### src/rtl/ms_ctrl.sv
// ms_ctrl: sequencing controller for the minesweeper datapath.
// Accepts new-game requests and cell selections, steps the datapath through
// start/load/decode/alu/display, latches the game result and counts moves.
// All state updates on the falling edge of clka; restart is synchronous.
// Optional watchdog: define MS_CTRL_WATCHDOG_EN to abort stuck done-waits
// into ERR after WD_CYCLES cycles. Without it the controller waits forever.
module ms_ctrl #(
    parameter int WD_CYCLES = 15
) (
    input  logic        clka,
    input  logic        restart,
    input  logic        new_game,
    input  logic        in_valid,
    input  logic [4:0]  in_cell,
    output logic        in_ready,
    output logic        bad_move,
    input  logic [24:0] cleared,
    input  logic        place_done,
    input  logic        alu_done,
    input  logic        display_done,
    input  logic        dp_gameover,
    input  logic        dp_win,
    output logic        start,
    output logic        load,
    output logic        decode,
    output logic        alu,
    output logic        display,
    output logic [4:0]  data,
    output logic        over,
    output logic        won,
    output logic [4:0]  moves,
    output logic        err
);

    typedef enum logic [3:0] {
        IDLE,
        PLACE,
        WAIT_IN,
        LOAD,
        DECODE,
        ALU,
        DISPLAY,
        OVER,
        ERR
    } state_t;

    localparam logic [4:0] MaxCell  = 5'd24;
    localparam logic [4:0] MaxMoves = 5'd25;

    state_t     state_q, state_d;
    logic [4:0] data_q, data_d;
    logic [4:0] moves_q, moves_d;
    logic       won_q, won_d;
    logic       gameOver_q, gameOver_d;
    logic       badMove_q, badMove_d;
    logic       cellBad;

    // A selection is rejected when it is off the board or already cleared;
    // the range test comes first so an off-board index never selects a bit.
    always_comb begin
        cellBad = 1'b0;
        if (in_cell > MaxCell) begin
            cellBad = 1'b1;
        end else begin
            cellBad = cleared[in_cell];
        end
    end

`ifdef MS_CTRL_WATCHDOG_EN
    localparam int WdW = (WD_CYCLES < 2) ? 1 : $clog2(WD_CYCLES + 1);
    localparam logic [WdW-1:0] WdLast = WdW'(WD_CYCLES - 1);

    logic [WdW-1:0] wdCnt_q, wdCnt_d;
    logic           waiting;
`else
    logic unusedWdCfg;
    assign unusedWdCfg = (WD_CYCLES > 0);
`endif

    // Next-state and datapath-register update logic; every register holds
    // by default and only the transitions below change it.
    always_comb begin
        state_d    = state_q;
        data_d     = data_q;
        moves_d    = moves_q;
        won_d      = won_q;
        gameOver_d = gameOver_q;
        badMove_d  = 1'b0;

        case (state_q)
            IDLE: begin
                if (new_game) state_d = PLACE;
            end
            PLACE: begin
                if (place_done) state_d = WAIT_IN;
            end
            WAIT_IN: begin
                if (new_game) begin
                    state_d = PLACE;
                end else if (in_valid) begin
                    if (cellBad) begin
                        badMove_d = 1'b1;
                    end else begin
                        data_d  = in_cell;
                        moves_d = (moves_q == MaxMoves) ? MaxMoves : moves_q + 5'd1;
                        state_d = LOAD;
                    end
                end
            end
            LOAD: begin
                state_d = DECODE;
            end
            DECODE: begin
                state_d = ALU;
            end
            ALU: begin
                if (alu_done) begin
                    gameOver_d = dp_gameover;
                    won_d      = dp_win;
                    state_d    = DISPLAY;
                end
            end
            DISPLAY: begin
                if (display_done) state_d = gameOver_q ? OVER : WAIT_IN;
            end
            OVER: begin
                if (new_game) state_d = PLACE;
            end
            ERR: begin
                if (new_game) state_d = PLACE;
            end
            default: begin
                state_d = IDLE;
            end
        endcase

        if (state_d == PLACE && state_q != PLACE) begin
            moves_d    = 5'd0;
            won_d      = 1'b0;
            gameOver_d = 1'b0;
        end

`ifdef MS_CTRL_WATCHDOG_EN
        waiting = ((state_q == PLACE)   && !place_done) ||
                  ((state_q == ALU)     && !alu_done)   ||
                  ((state_q == DISPLAY) && !display_done);
        wdCnt_d = '0;
        if (waiting) begin
            if (wdCnt_q == WdLast) begin
                state_d = ERR;
            end else begin
                wdCnt_d = wdCnt_q + 1'b1;
            end
        end
`endif
    end

    // State and datapath registers, updated on the falling edge.
    always_ff @(negedge clka) begin
        if (restart) begin
            state_q    <= IDLE;
            data_q     <= 5'd0;
            moves_q    <= 5'd0;
            won_q      <= 1'b0;
            gameOver_q <= 1'b0;
            badMove_q  <= 1'b0;
        end else begin
            state_q    <= state_d;
            data_q     <= data_d;
            moves_q    <= moves_d;
            won_q      <= won_d;
            gameOver_q <= gameOver_d;
            badMove_q  <= badMove_d;
        end
    end

`ifdef MS_CTRL_WATCHDOG_EN
    // Watchdog counter: restarts whenever a done-wait begins, counts while stalled.
    always_ff @(negedge clka) begin
        if (restart) begin
            wdCnt_q <= '0;
        end else begin
            wdCnt_q <= wdCnt_d;
        end
    end

    assign err = (state_q == ERR);
`else
    assign err = 1'b0;
`endif

    assign start    = (state_q == PLACE);
    assign load     = (state_q == LOAD);
    assign decode   = (state_q == DECODE);
    assign alu      = (state_q == ALU);
    assign display  = (state_q == DISPLAY);
    assign in_ready = (state_q == WAIT_IN);
    assign over     = (state_q == OVER);
    assign bad_move = badMove_q;
    assign data     = data_q;
    assign moves    = moves_q;
    assign won      = won_q;

endmodule

### config.mk
export PLATFORM = sky130hd
export DESIGN_NAME = ms_ctrl
export DESIGN_NICKNAME = d
export VERILOG_FILES = /design/src/rtl/ms_ctrl.sv
export SDC_FILE = /design/constraint.sdc
export NUM_CORES = 1
export LEC_CHECK = 0
export ABC_AREA = 1
export CAP_MARGIN = 25
export CELL_PAD_IN_SITES_DETAIL_PLACEMENT = 1
export CELL_PAD_IN_SITES_GLOBAL_PLACEMENT = 2
export CORE_MARGIN = 2
export CORE_UTILIZATION = 22
export CTS_CLUSTER_SIZE = 30
export DETAILED_ROUTE_END_ITERATION = 8
export PLACE_DENSITY = 0.92
export REMOVE_ABC_BUFFERS = 1
export SYNTH_ARGS = -nofsm -noshare
export SYNTH_HDL_FRONTEND = slang
export SYNTH_SLANG_ARGS = --single-unit
### constraint.sdc
create_clock -name clka -period 2.86 [get_ports clka]
set_input_delay 0.286 -clock clka [delete_from_list [all_inputs] [get_ports clka]]
set_output_delay 0.286 -clock clka [all_outputs]
set_load 0.02 [all_outputs]
Word-level counts from Yosys, hierarchy flattened
Cells that the tools add are included.
{ "word_totals": {"reg_bits": 17, "in_bits": 39, "elab_cells": 45} }
{ "classes": {"eq_ne": 11, "bitwise": 4, "order_cmp": 2, "n_reduce_logical": 7, "addsub": 1, "muxes": 14} }
{ "ops": {"columns": ["op", "n"], "rows": [
  ["4-bit 2-to-1 mux", 7],
  ["4-bit one-hot mux with 7 select lines", 1],
  ["4-bit by 3-bit equality test with 1-bit output, second input constant", 4],
  ["4-bit by 1-bit equality test with 1-bit output, second input constant", 2],
  ["4-bit by 2-bit equality test with 1-bit output, second input constant", 2],
  ["5-bit by 6-bit < comparator with 1-bit output, second input constant", 1],
  ["5-bit by 1-bit adder with 5-bit output, second input constant", 1],
  ["1-bit binary-select mux with 5-bit select", 1],
  ["5-bit equality test, second input constant", 1],
  ["5-bit > comparator, second input constant", 1],
  ["5-bit 2-to-1 mux", 1],
  ["4-bit equality test, second input constant", 1],
  ["4-bit logical NOT", 1],
  ["4-bit by 1-bit inequality test with 1-bit output, second input constant", 1],
  ["1-bit inverter", 4],
  ["4-bit AND reduction", 1],
  ["4-bit OR reduction", 1],
  ["1-bit 2-to-1 mux", 3],
  ["3-bit 2-to-1 mux", 1],
  ["3-bit OR reduction", 1],
  ["2-bit AND reduction", 1],
  ["2-bit OR reduction", 1],
  ["1-bit logical AND", 1]
]} }

Logic depth before layout (Yosys ltp)
{ "logic_depth": {"word_depth": 10, "mapped_depth": 16, "mapped_depth_nobuf": 15} }

==> results.cfg <==
[status]
status = finished, violations left
violations = setup timing

[global_route]
grt_overflow_total = 0
antenna_found_initial = 0
grt_pass1_wl_um = 8710
grt_max_degree = 13
grt.total_usage_pct = 16.8
first_global_vias = 1923

[yosys]
async_flop_share_pct = 0
syn_avg_cell_area_sq_um = 6.55
ys_top_cells_by_count = nand2_1 (51), nand3_1 (22), inv_1 (21)
synth_top_cell_by_area = dfxtp_1
synth_seq_cells = 17
yosys_warnings = 0
synthTopCellsByArea = dfxtp_1 (26%), nand2_1 (15%), nand3_1 (8.4%)
yosysSeqAreaShare_pct = 26.1
synth_top_area_share_pct = 26.1
synth-edff-count = 0
synth_mux_area_share_pct = 1.54
synth-xor-area-share_pct = 2.02
syn_area_sq_um = 1300
synth_cell_types = 33
synth-compound-area-share_pct = 15.4
ys.flop_type = dfxtp_1
synth_top_family_by_area = simple AND/OR/NAND/NOR gates
synth.most_common_cell = nand2_1
yosys.area_share.simple_pct = 37.0
synth_cells = 199
synthAdderAreaFrac_pct = 1.92

[setup_path]
cpMaxStageDelayCell = a21boi_4
critPathRequiredTime_ns = 1.69
cp_max_fo = 8
cp_cell_sequence = dlygate4sd2_1 -> nand2_1 -> nand3_2 -> nand3_2 -> nand3_2 -> nand2_1 -> a21boi_4 -> buf_6 -> nand3_4 -> o21ai_2 -> inv_1 -> a21oi_2
worst_setup_path_end_kind = flop
crit_type = in -> reg
crit_top_cell = nand3_2
startpoint_type = input port
critPathBufInv = 3
critPathMaxStageDelay_ns = 0.24
cp_top_family = simple AND/OR/NAND/NOR gates
crit_arrival_ns = 1.72

[cts]
cts_hold_buf = 0
cts_made_buffers = 3
htree_num_levels = 1
clk_pin_slew_worst_paths_ns = 0.04
clock_latency_ns = 0.34
cts_sinks = 17
cts_tree = done
cts_buffer_depth = 2
cts_root_buffer = clkbuf_8

[route]
drtIter0Drc = 55
first_pass_iters = 4
routedWlPerCell_um = 14.3
drt_drc_violations_left = 0
vias = 1786
detail-route-antenna-nets = 0
viasPerCell = 4.51
wl_um = 5660

[die]
dieArea_sq_um = 6560
die-width_um = 81.0
die_h_um = 81.0
core_sq_um = 5820
start_util_pct = 22.4
num_io_pins = 59
fp-row-count = 28

[timing]
grt_setup_unrepaired = yes
report.final.slew_viol_count = 0
finalSetupViolCount = 6
finClkSkew_ns = 0.0164
finalWorstSetupSlack_ns = -0.0318
hold_viol = 0

[final_layout]
drive_gt1_share_pct = 46.1
layout.nets = 363
area_growth_pct = 112
final_area_sq_um = 2760
antenna_cells = 0

[power_and_ir_drop]
p_sw_share_pct = 35.1
seq_power_share_pct = 26.5
clkPwrFrac_pct = 39.4
p_int_mw = 0.625
p_switching_mw = 0.338
power_leakage_nw = 1.35
ir_worst_vdd_v = 0.000179
powerDensity_nw_per_um2 = 349
p_comb_share_pct = 34.1

[worst_hold_path]
holdCritPathClass = reg -> reg

[placed_design]
place_congestion = 0.787
placed_cell_area_sq_um = 2250
place_ws_ns = -0.785
port_buffers = 57
dp_hpwl_um = 3830

[flow_run]
maxCapViolCount = 0
[power by group through the flow]
stage	Combinational (mW)	Sequential, mW	Clock [mW]
floorplan	0.103	0.255	0.0386
global placement	0.251	0.253	0.0386
detailed placement	0.258	0.253	0.0386
CTS	0.293	0.254	0.394
global route	0.352	0.256	0.417
finish	0.328	0.255	0.379
[stage by stage]
| step | hold WS [ns] | setup TNS [ns] | utilization (%) | power [mW] | instances |
|---|---|---|---|---|---|
| CTS | 0.443 | -0.216 | 44.1 | 0.942 | 395 |
| floorplan | 0.437 | -0.719 | - | 0.397 | 194 |
| detailed placement | 0.441 | -11.67 | 38.7 | 0.549 | 368 |
| global placement | 0.431 | -10.95 | 38.7 | 0.543 | 368 |
| finish | 0.448 | -0.103 | 47.5 | 0.963 | 396 |
| global route | 0.460 | -1.09 | 47.5 | 1.02 | 396 |
[cells by family (layout without fill, tap and decap cells)]
group                    Yosys count  count (layout)
other                              1               1
flip-flops                        17              17
XOR/XNOR                           3               3
AND/OR/NAND/NOR                  105             106
multiplexers                       2               2
adder cells (fa/ha/maj)            2               2
AO/OA/AOI/OAI                     30              30
buffers and inverters             39             160
[registers in the layout (all words and copies together) (netlist names)]
| name | cells |
|---|---|
| gameOver_q | 1 |
| moves | 5 |
| state_q | 4 |
| won | 1 |
| bad_move | 1 |
| data | 5 |
[path summary, 6_finish.rpt]
check	from	slack, ns	depth (start not counted)	endpoint
worst max-delay path	cleared[22]	-0.03	12	moves[0]
worst min register to register	data[0]	0.45	2	data[0]
worst min-delay path	data[0]	0.45	2	data[0]
worst max register to register	state_q[3]	0.93	12	moves[0]
[layout by cell type (no fill, tap or decap), drive strengths merged, types with 5 or more instances in the layout]
master / instances
nor3: 8
o21ai: 11
nand3: 25
dfxtp: 17
dlygate4sd2: 31
nor4: 5
a21oi: 16
clkdlybuf4s50: 5
inv: 48
clkdlybuf4s15: 8
nand2: 54
buf: 60
nor2: 12
[area by class of cell]
type / instances / area (sq um)
fillers: 737 / 3060
multi-input cells: 144 / 1050
repair buffers: 106 / 971
flip-flops and latches: 17 / 349
inverters: 33 / 156
clock inverters: 18 / 93.8
well taps: 75 / 93.8
clock buffers: 3 / 41.3
[worst reg2reg max path, cell delays in order (launching register included)]
cell and delay (ns):
dfxtp_1 0.32, inv_2 0.07, nand2_4 0.11, nor3_4 0.06
buf_4 0.13, buf_4 0.13, a21oi_1 0.22, nor2_1 0.08
nor4_2 0.31, nand2_1 0.11, nand2_2 0.10, nand2_4 0.09
a21oi_2 0.14
[per-layer routing]
metal,global-route usage [%],share of wire (%)
met1,19.8,42
met2,31.3,53
met3,3.56,3.4
met4,3.05,1.2
met5,0,0
[timing repair]
item                       4_1_cts  5_1_grt
gates resized for setup        148       61
hold endpoints to repair         0        0
setup endpoints to repair       33       20
setup buffers                    6        2
pin swaps                       48       38
gates cloned                     1        0
(Power assumes the default switching activity.)
